## src/rtl/mult_8x8_seq_ctrl_pkg.sv

```systemverilog
// Shared types and constants for the sequential 8x8 multiplier controller.
// Optional build macro APPROX_LSB_EN: skip the LL partial product (step 0),
// giving a 3-step schedule and a product that is low by A[3:0]*B[3:0].
package mult_seq_pkg;

    typedef enum logic [1:0] {
        IDLE = 2'd0,
        CALC = 2'd1,
        DONE = 2'd2
    } state_t;

    localparam int STEP_W = 2;

`ifdef APPROX_LSB_EN
    localparam logic [STEP_W-1:0] STEP_FIRST = 2'd1;
`else
    localparam logic [STEP_W-1:0] STEP_FIRST = 2'd0;
`endif
    localparam logic [STEP_W-1:0] STEP_LAST  = 2'd3;

    localparam logic [3:0] SHIFT_LL = 4'd0;
    localparam logic [3:0] SHIFT_LH = 4'd4;
    localparam logic [3:0] SHIFT_HL = 4'd4;
    localparam logic [3:0] SHIFT_HH = 4'd8;

    // Left-shift applied to the partial product selected by a given step.
    function automatic logic [3:0] step_shift(input logic [STEP_W-1:0] step);
        logic [3:0] sh;
        case (step)
            2'd0:    sh = SHIFT_LL;
            2'd1:    sh = SHIFT_LH;
            2'd2:    sh = SHIFT_HL;
            default: sh = SHIFT_HH;
        endcase
        return sh;
    endfunction

endpackage

```

## src/rtl/mult_8x8_seq_ctrl_if.sv

```systemverilog
// Operand/result handshake bundle for the sequential 8x8 multiplier.
// Optional build macro APPROX_LSB_EN does not change this interface.
interface mult_8x8_seq_ctrl_if;

    logic        in_valid;
    logic        in_ready;
    logic [7:0]  A;
    logic [7:0]  B;
    logic        out_valid;
    logic        out_ready;
    logic [15:0] R;
    logic        busy;

    modport master (
        output in_valid,
        output A,
        output B,
        output out_ready,
        input  in_ready,
        input  out_valid,
        input  R,
        input  busy
    );

    modport slave (
        input  in_valid,
        input  A,
        input  B,
        input  out_ready,
        output in_ready,
        output out_valid,
        output R,
        output busy
    );

endinterface

```

## src/rtl/mult_8x8_seq_ctrl_mult.sv

```systemverilog
// Combinational exact 4x4 -> 8 unsigned multiplier, shared across all
// nibble partial products. Unaffected by APPROX_LSB_EN.
module mult_4x4_exact (
    input  logic [3:0] i_a,
    input  logic [3:0] i_b,
    output logic [7:0] o_p
);

    assign o_p = {4'b0000, i_a} * {4'b0000, i_b};

endmodule

```

## src/rtl/mult_8x8_seq_ctrl.sv

```systemverilog
// Sequential 8x8 unsigned multiplier: one 4x4 multiplier time-shared over
// the LL/LH/HL/HH nibble products, accumulated into a 16-bit result.
// Optional build macro APPROX_LSB_EN (see mult_seq_pkg) starts at step 1.
//
// state | meaning
// IDLE  | waiting for an operand pair, in_ready=1
// CALC  | one partial product accumulated per cycle, step STEP_FIRST..3
// DONE  | R valid, held until out_ready
module mult_8x8_seq_ctrl
    import mult_seq_pkg::*;
(
    input  logic                 clk,
    input  logic                 rst_n,
    mult_8x8_seq_ctrl_if.slave   bus
);

    state_t             r_state;
    state_t             w_state_nxt;
    logic [STEP_W-1:0]  r_step;
    logic [STEP_W-1:0]  w_step_nxt;
    logic [15:0]        r_acc;
    logic [15:0]        w_acc_nxt;
    logic [7:0]         r_op_a;
    logic [7:0]         r_op_b;
    logic [7:0]         w_op_a_nxt;
    logic [7:0]         w_op_b_nxt;

    logic [3:0]         w_sub_a;
    logic [3:0]         w_sub_b;
    logic [7:0]         w_pp;
    logic [15:0]        w_pp_shifted;

    // Operand select: step bit 1 picks the A nibble, step bit 0 the B nibble.
    always_comb begin
        w_sub_a      = r_step[1] ? r_op_a[7:4] : r_op_a[3:0];
        w_sub_b      = r_step[0] ? r_op_b[7:4] : r_op_b[3:0];
        w_pp_shifted = 16'(w_pp) << step_shift(r_step);
    end

    mult_4x4_exact u_mult (
        .i_a (w_sub_a),
        .i_b (w_sub_b),
        .o_p (w_pp)
    );

    // Next-state, step, operand capture and accumulation.
    always_comb begin
        w_state_nxt = r_state;
        w_step_nxt  = r_step;
        w_acc_nxt   = r_acc;
        w_op_a_nxt  = r_op_a;
        w_op_b_nxt  = r_op_b;
        case (r_state)
            IDLE: begin
                if (bus.in_valid) begin
                    w_op_a_nxt  = bus.A;
                    w_op_b_nxt  = bus.B;
                    w_acc_nxt   = 16'd0;
                    w_step_nxt  = STEP_FIRST;
                    w_state_nxt = CALC;
                end
            end
            CALC: begin
                w_acc_nxt  = r_acc + w_pp_shifted;
                w_step_nxt = r_step + STEP_W'(1);
                if (r_step == STEP_LAST) begin
                    w_state_nxt = DONE;
                end
            end
            DONE: begin
                if (bus.out_ready) begin
                    w_state_nxt = IDLE;
                end
            end
            default: begin
                w_state_nxt = IDLE;
            end
        endcase
    end

    // State, datapath registers; reset discards any in-flight operation.
    always_ff @(posedge clk or negedge rst_n) begin
        if (!rst_n) begin
            r_state <= IDLE;
            r_step  <= '0;
            r_acc   <= 16'd0;
            r_op_a  <= 8'd0;
            r_op_b  <= 8'd0;
        end else begin
            r_state <= w_state_nxt;
            r_step  <= w_step_nxt;
            r_acc   <= w_acc_nxt;
            r_op_a  <= w_op_a_nxt;
            r_op_b  <= w_op_b_nxt;
        end
    end

    // Handshake outputs decode registered state only, so no input feeds them.
    assign bus.in_ready  = (r_state == IDLE);
    assign bus.out_valid = (r_state == DONE);
    assign bus.busy      = (r_state != IDLE);
    assign bus.R         = r_acc;

endmodule

```

## src/flat_wrapper.sv

```systemverilog
// flat-port wrapper written by rule: the top's interface ports become plain ports
module mult_8x8_seq_ctrl_flat import mult_seq_pkg::*;
  (clk, rst_n, bus_in_valid, bus_A, bus_B, bus_out_ready, bus_in_ready, bus_out_valid, bus_R, bus_busy);
  mult_8x8_seq_ctrl_if bus_i ();
  input  logic clk;
  input  logic rst_n;
  input wire logic [$bits(bus_i.in_valid)-1:0] bus_in_valid;
  input wire logic [$bits(bus_i.A)-1:0] bus_A;
  input wire logic [$bits(bus_i.B)-1:0] bus_B;
  input wire logic [$bits(bus_i.out_ready)-1:0] bus_out_ready;
  output wire logic [$bits(bus_i.in_ready)-1:0] bus_in_ready;
  output wire logic [$bits(bus_i.out_valid)-1:0] bus_out_valid;
  output wire logic [$bits(bus_i.R)-1:0] bus_R;
  output wire logic [$bits(bus_i.busy)-1:0] bus_busy;
  assign bus_i.in_valid = bus_in_valid;
  assign bus_i.A = bus_A;
  assign bus_i.B = bus_B;
  assign bus_i.out_ready = bus_out_ready;
  assign bus_in_ready = bus_i.in_ready;
  assign bus_out_valid = bus_i.out_valid;
  assign bus_R = bus_i.R;
  assign bus_busy = bus_i.busy;
  mult_8x8_seq_ctrl u_core (.clk(clk), .rst_n(rst_n), .bus(bus_i));
endmodule
```

## config.mk

```make
export PLATFORM = sky130hd
export DESIGN_NAME = mult_8x8_seq_ctrl_flat
export DESIGN_NICKNAME = d
export VERILOG_FILES = /design/src/rtl/mult_8x8_seq_ctrl_pkg.sv /design/src/rtl/mult_8x8_seq_ctrl_if.sv /design/src/rtl/mult_8x8_seq_ctrl_mult.sv /design/src/rtl/mult_8x8_seq_ctrl.sv /design/src/flat_wrapper.sv
export SDC_FILE = /design/constraint.sdc
export NUM_CORES = 1
export LEC_CHECK = 0
export ABC_AREA = 1
export CAP_MARGIN = 20
export CELL_PAD_IN_SITES_DETAIL_PLACEMENT = 0
export CELL_PAD_IN_SITES_GLOBAL_PLACEMENT = 2
export CORE_UTILIZATION = 35
export DETAILED_ROUTE_END_ITERATION = 6
export PLACE_DENSITY = 0.9
export RECOVER_POWER = 25
export SKIP_CTS_REPAIR_TIMING = 1
export SLEW_MARGIN = 15
export SYNTH_ARGS = -nofsm -noshare
export SYNTH_HDL_FRONTEND = slang
export SYNTH_SLANG_ARGS = --single-unit
```

## constraint.sdc

```tcl
create_clock -name clk -period 7.9 [get_ports clk]
set_input_delay 1.58 -clock clk [delete_from_list [all_inputs] [get_ports clk]]
set_output_delay 1.58 -clock clk [all_outputs]
set_load 0.02 [all_outputs]
```

==> impl_results.md <==
- CP dominant cell by count: nand2_1
- Avg WL per Cell: 14.4 um
- Cells after DPL: 480
- Mapped Cells: 347
- Post-synth top flop: dfrtp_1
- Slew Limit Fails: 37
- Cell Area, Synth: 0.00281 mm2
- Top cells by area, synth: dfrtp_1 (32%), ha_1 (12%), nand2_1 (9.3%)
- GR peak layer: met2
- Ys async rst share: 100%
- Critical path arrival: 5.06 ns
- Type of the worst setup path: reg -> reg
- Hold Slack: 0.512 ns
- Synth Area per Inst: 8.10 um2
- Vias after detailed routing: 2436
- Status: complete, but fails checks
- Tmin final: 4.88 ns
- Drt pass-1 iters: 4
- Post-DR vias/cell: 4.99
- First-pass GRT wire length: 11.5 mm
- Max-cap violations: 1
- Antenna-violating nets left: 0
- Chip height: 91.6 um
- Critical Path Slowest Stage Cell: fa_1
- CTS tree: built
- Final hold violation count: 0
- CP Max Fanout: 10
- Area growth, synth to finish: 20.0%
- CTS buffer count: 5
- Grt met1 use: 26.1%
- Initial Util: 36.4%
- Initial antenna violation count: 0
- Clock root cell: clkbuf_8
- Synthesized Nets: 400
- Synth unique cells: 39
- Tcrit/Tclk final: 61.7%
- Drt initial violations: 147
- Total global routing track utilization: 17.6%
- Max clock buf depth: 2
- Largest net degree at the start of global routing: 37
- Row count: 32
- Final net count: 438
- Die Area: 0.00839 mm2
- Critical path startpoint category: flip-flop
- Clock latency on the worst-skew pair: 0.29 ns
- Critical-path cell list: nand2_1 -> o21ai_0 -> or2_2 -> fa_1 -> inv_1 -> fa_1 -> inv_1 -> fa_1 -> o21ai_0 -> xnor2_1 -> nand2_1 -> o21ai_0 -> nor2_1 -> ha_1 -> a21o_1 -> clkinv_1 -> nand3_2 -> nand2_2 -> nand2_4 -> a21oi_2 -> nand2_1 -> nand2_1 -> o21ai_2
- Utilization after layout: 43.6%
- CP max stage delay: 0.58 ns
- Max Fclk: 205 MHz
- Critical path buffers and inverters: 3
- YS warnings: 0
- DIE WIDTH: 91.6 um
- Hold WC Path Type: reg -> reg
- GRT Residual Overflow: 0
- Routing usage on met2: 26.6%
- Setup Skew: 0.00764 ns
- Non-Filler Instances: 488
- Antenna fix cells: 0
- Routability cong.: 0.828
- Largest delay share family, worst path: adder cells
- Share of layout cells above drive strength 1: 11.1%
- I/O pin count: 39
- Setup TNS: 0 ns
- Number of synthesized flops with an enable pin: 0
- RSZ-0062 raised after global routing: false
- Synth top area share: 32.1%
- Flops & latches, synth: 36
- Detailed Place HPWL: 5.40 mm
- Clock sink count: 36
- Worst endpoint required time: 8.09 ns
- Slew margin rel.: -35.8%
- Port bufs: 38
- Final setup viols: 0
- Setup crit end kind: flip-flop
- CTS H-tree lvls: 2
- Worst-path clk slew: 0.08 ns
- Cell taking the most area after synthesis: dfrtp_1
- Met3 usage: 2.68%
- # fillers: 789
- Failing checks: capacitance limit, slew limit
- DRC: 0
- Core ar.: 0.00773 mm2
- Part of the Yosys area used for sequential elements: 32.1%
- Number of global-route vias before repair: 2290
- Tightest Pin Transition: 2.04 ns
- WL final: 7.01 mm
-- metrics by stage --
stage,setup slack [ns],instance area [um2]
floorplan,3.47,2810
global placement,3.22,3280
detailed placement,3.06,3280
CTS,3.03,3370
global route,2.61,3370
finish,3.02,3370
-- state kept, by name, summed over array words and instances, names as in the netlist --
register,cells
u_core.r_op_b,8
u_core.r_state,2
u_core.r_step,2
u_core.r_op_a,8
u_core.bus.R,16
-- path summary, 6_finish.rpt --
| path | cells after the start | slack (ns) | start | end |
|---|---|---|---|---|
| setup reg to reg | 23 | 3.02 | u_core.r_step[0] | u_core.bus.R[13] |
| hold / removal | 1 | 0.51 | u_core.r_op_a[4] | u_core.r_op_a[4] |
| max in group asynchronous | 1 | 4.87 | rst_n | u_core.bus.R[2] |
| setup / recovery | 23 | 3.02 | u_core.r_step[0] | u_core.bus.R[13] |
| min in group asynchronous | 1 | 1.86 | rst_n | u_core.r_op_a[3] |
| hold reg to reg | 1 | 0.51 | u_core.r_op_a[4] | u_core.r_op_a[4] |
-- synthesized netlist by cell type, drive strengths merged, types with 6 or more instances --
| cell | instances |
|---|---|
| mux2i | 6 |
| dfrtp | 36 |
| nand2 | 75 |
| a21oi | 24 |
| nand3 | 15 |
| ha | 28 |
| inv | 37 |
| nor2 | 39 |
| mux2 | 13 |
| o21ai | 27 |
| buf | 6 |
-- placed cells by master, fill, tap and decap left out, types with 5 or more instances in the layout --
cell type         n
o21ai_0          22
a21oi_1          23
fa_1              5
dfrtp_1          36
ha_1             28
clkdlybuf4s50_1  37
nor2_1           37
nand3_2           5
nand4_1           5
nand2_1          70
mux2i_1           6
clkbuf_8          6
mux2_2           13
inv_1            35
nand3_1          10
-- per-layer routing --
layer	up-vias	share of wire, %
met2	40	44
met5	-	0
li1	1244	-
met1	1148	51
met4	0	0.64
met3	4	3.5
-- cells by family after synthesis --
| group | count (synthesis) | synth area share, % |
|---|---|---|
| flip-flops | 36 | 32.1 |
| multiplexers | 19 | 7.35 |
| buffers and inverters | 46 | 6.41 |
| AND/OR/NAND/NOR | 141 | 22.8 |
| AO/OA/AOI/OAI | 67 | 13.8 |
| XOR/XNOR | 5 | 1.56 |
| adder cells (fa/ha/maj) | 33 | 16.0 |
-- worst reg2reg max path, delay by kind of cell, from the launching register on --
kind	cells	cell delay, ns
fa+ha+maj	4	1.94
simple gates	9	1.07
compound gates	6	0.90
flops	1	0.48
buf+inv	3	0.19
xor+xnor	1	0.19
-- area by class of cell --
cell class	count	area, um2	share of cell area (%)
multi-input cells	265	1730	51.3
flip-flops and latches	36	901	26.7
repair buffers	38	374	11.1
inverters	39	146	4.34
well taps	102	128	3.78
clock buffers	7	86.3	2.56
clock inverters	1	7.51	0.223
Power is not shown: default switching activity piles up to over one toggle a cycle in this logic, so the estimate is an artifact.
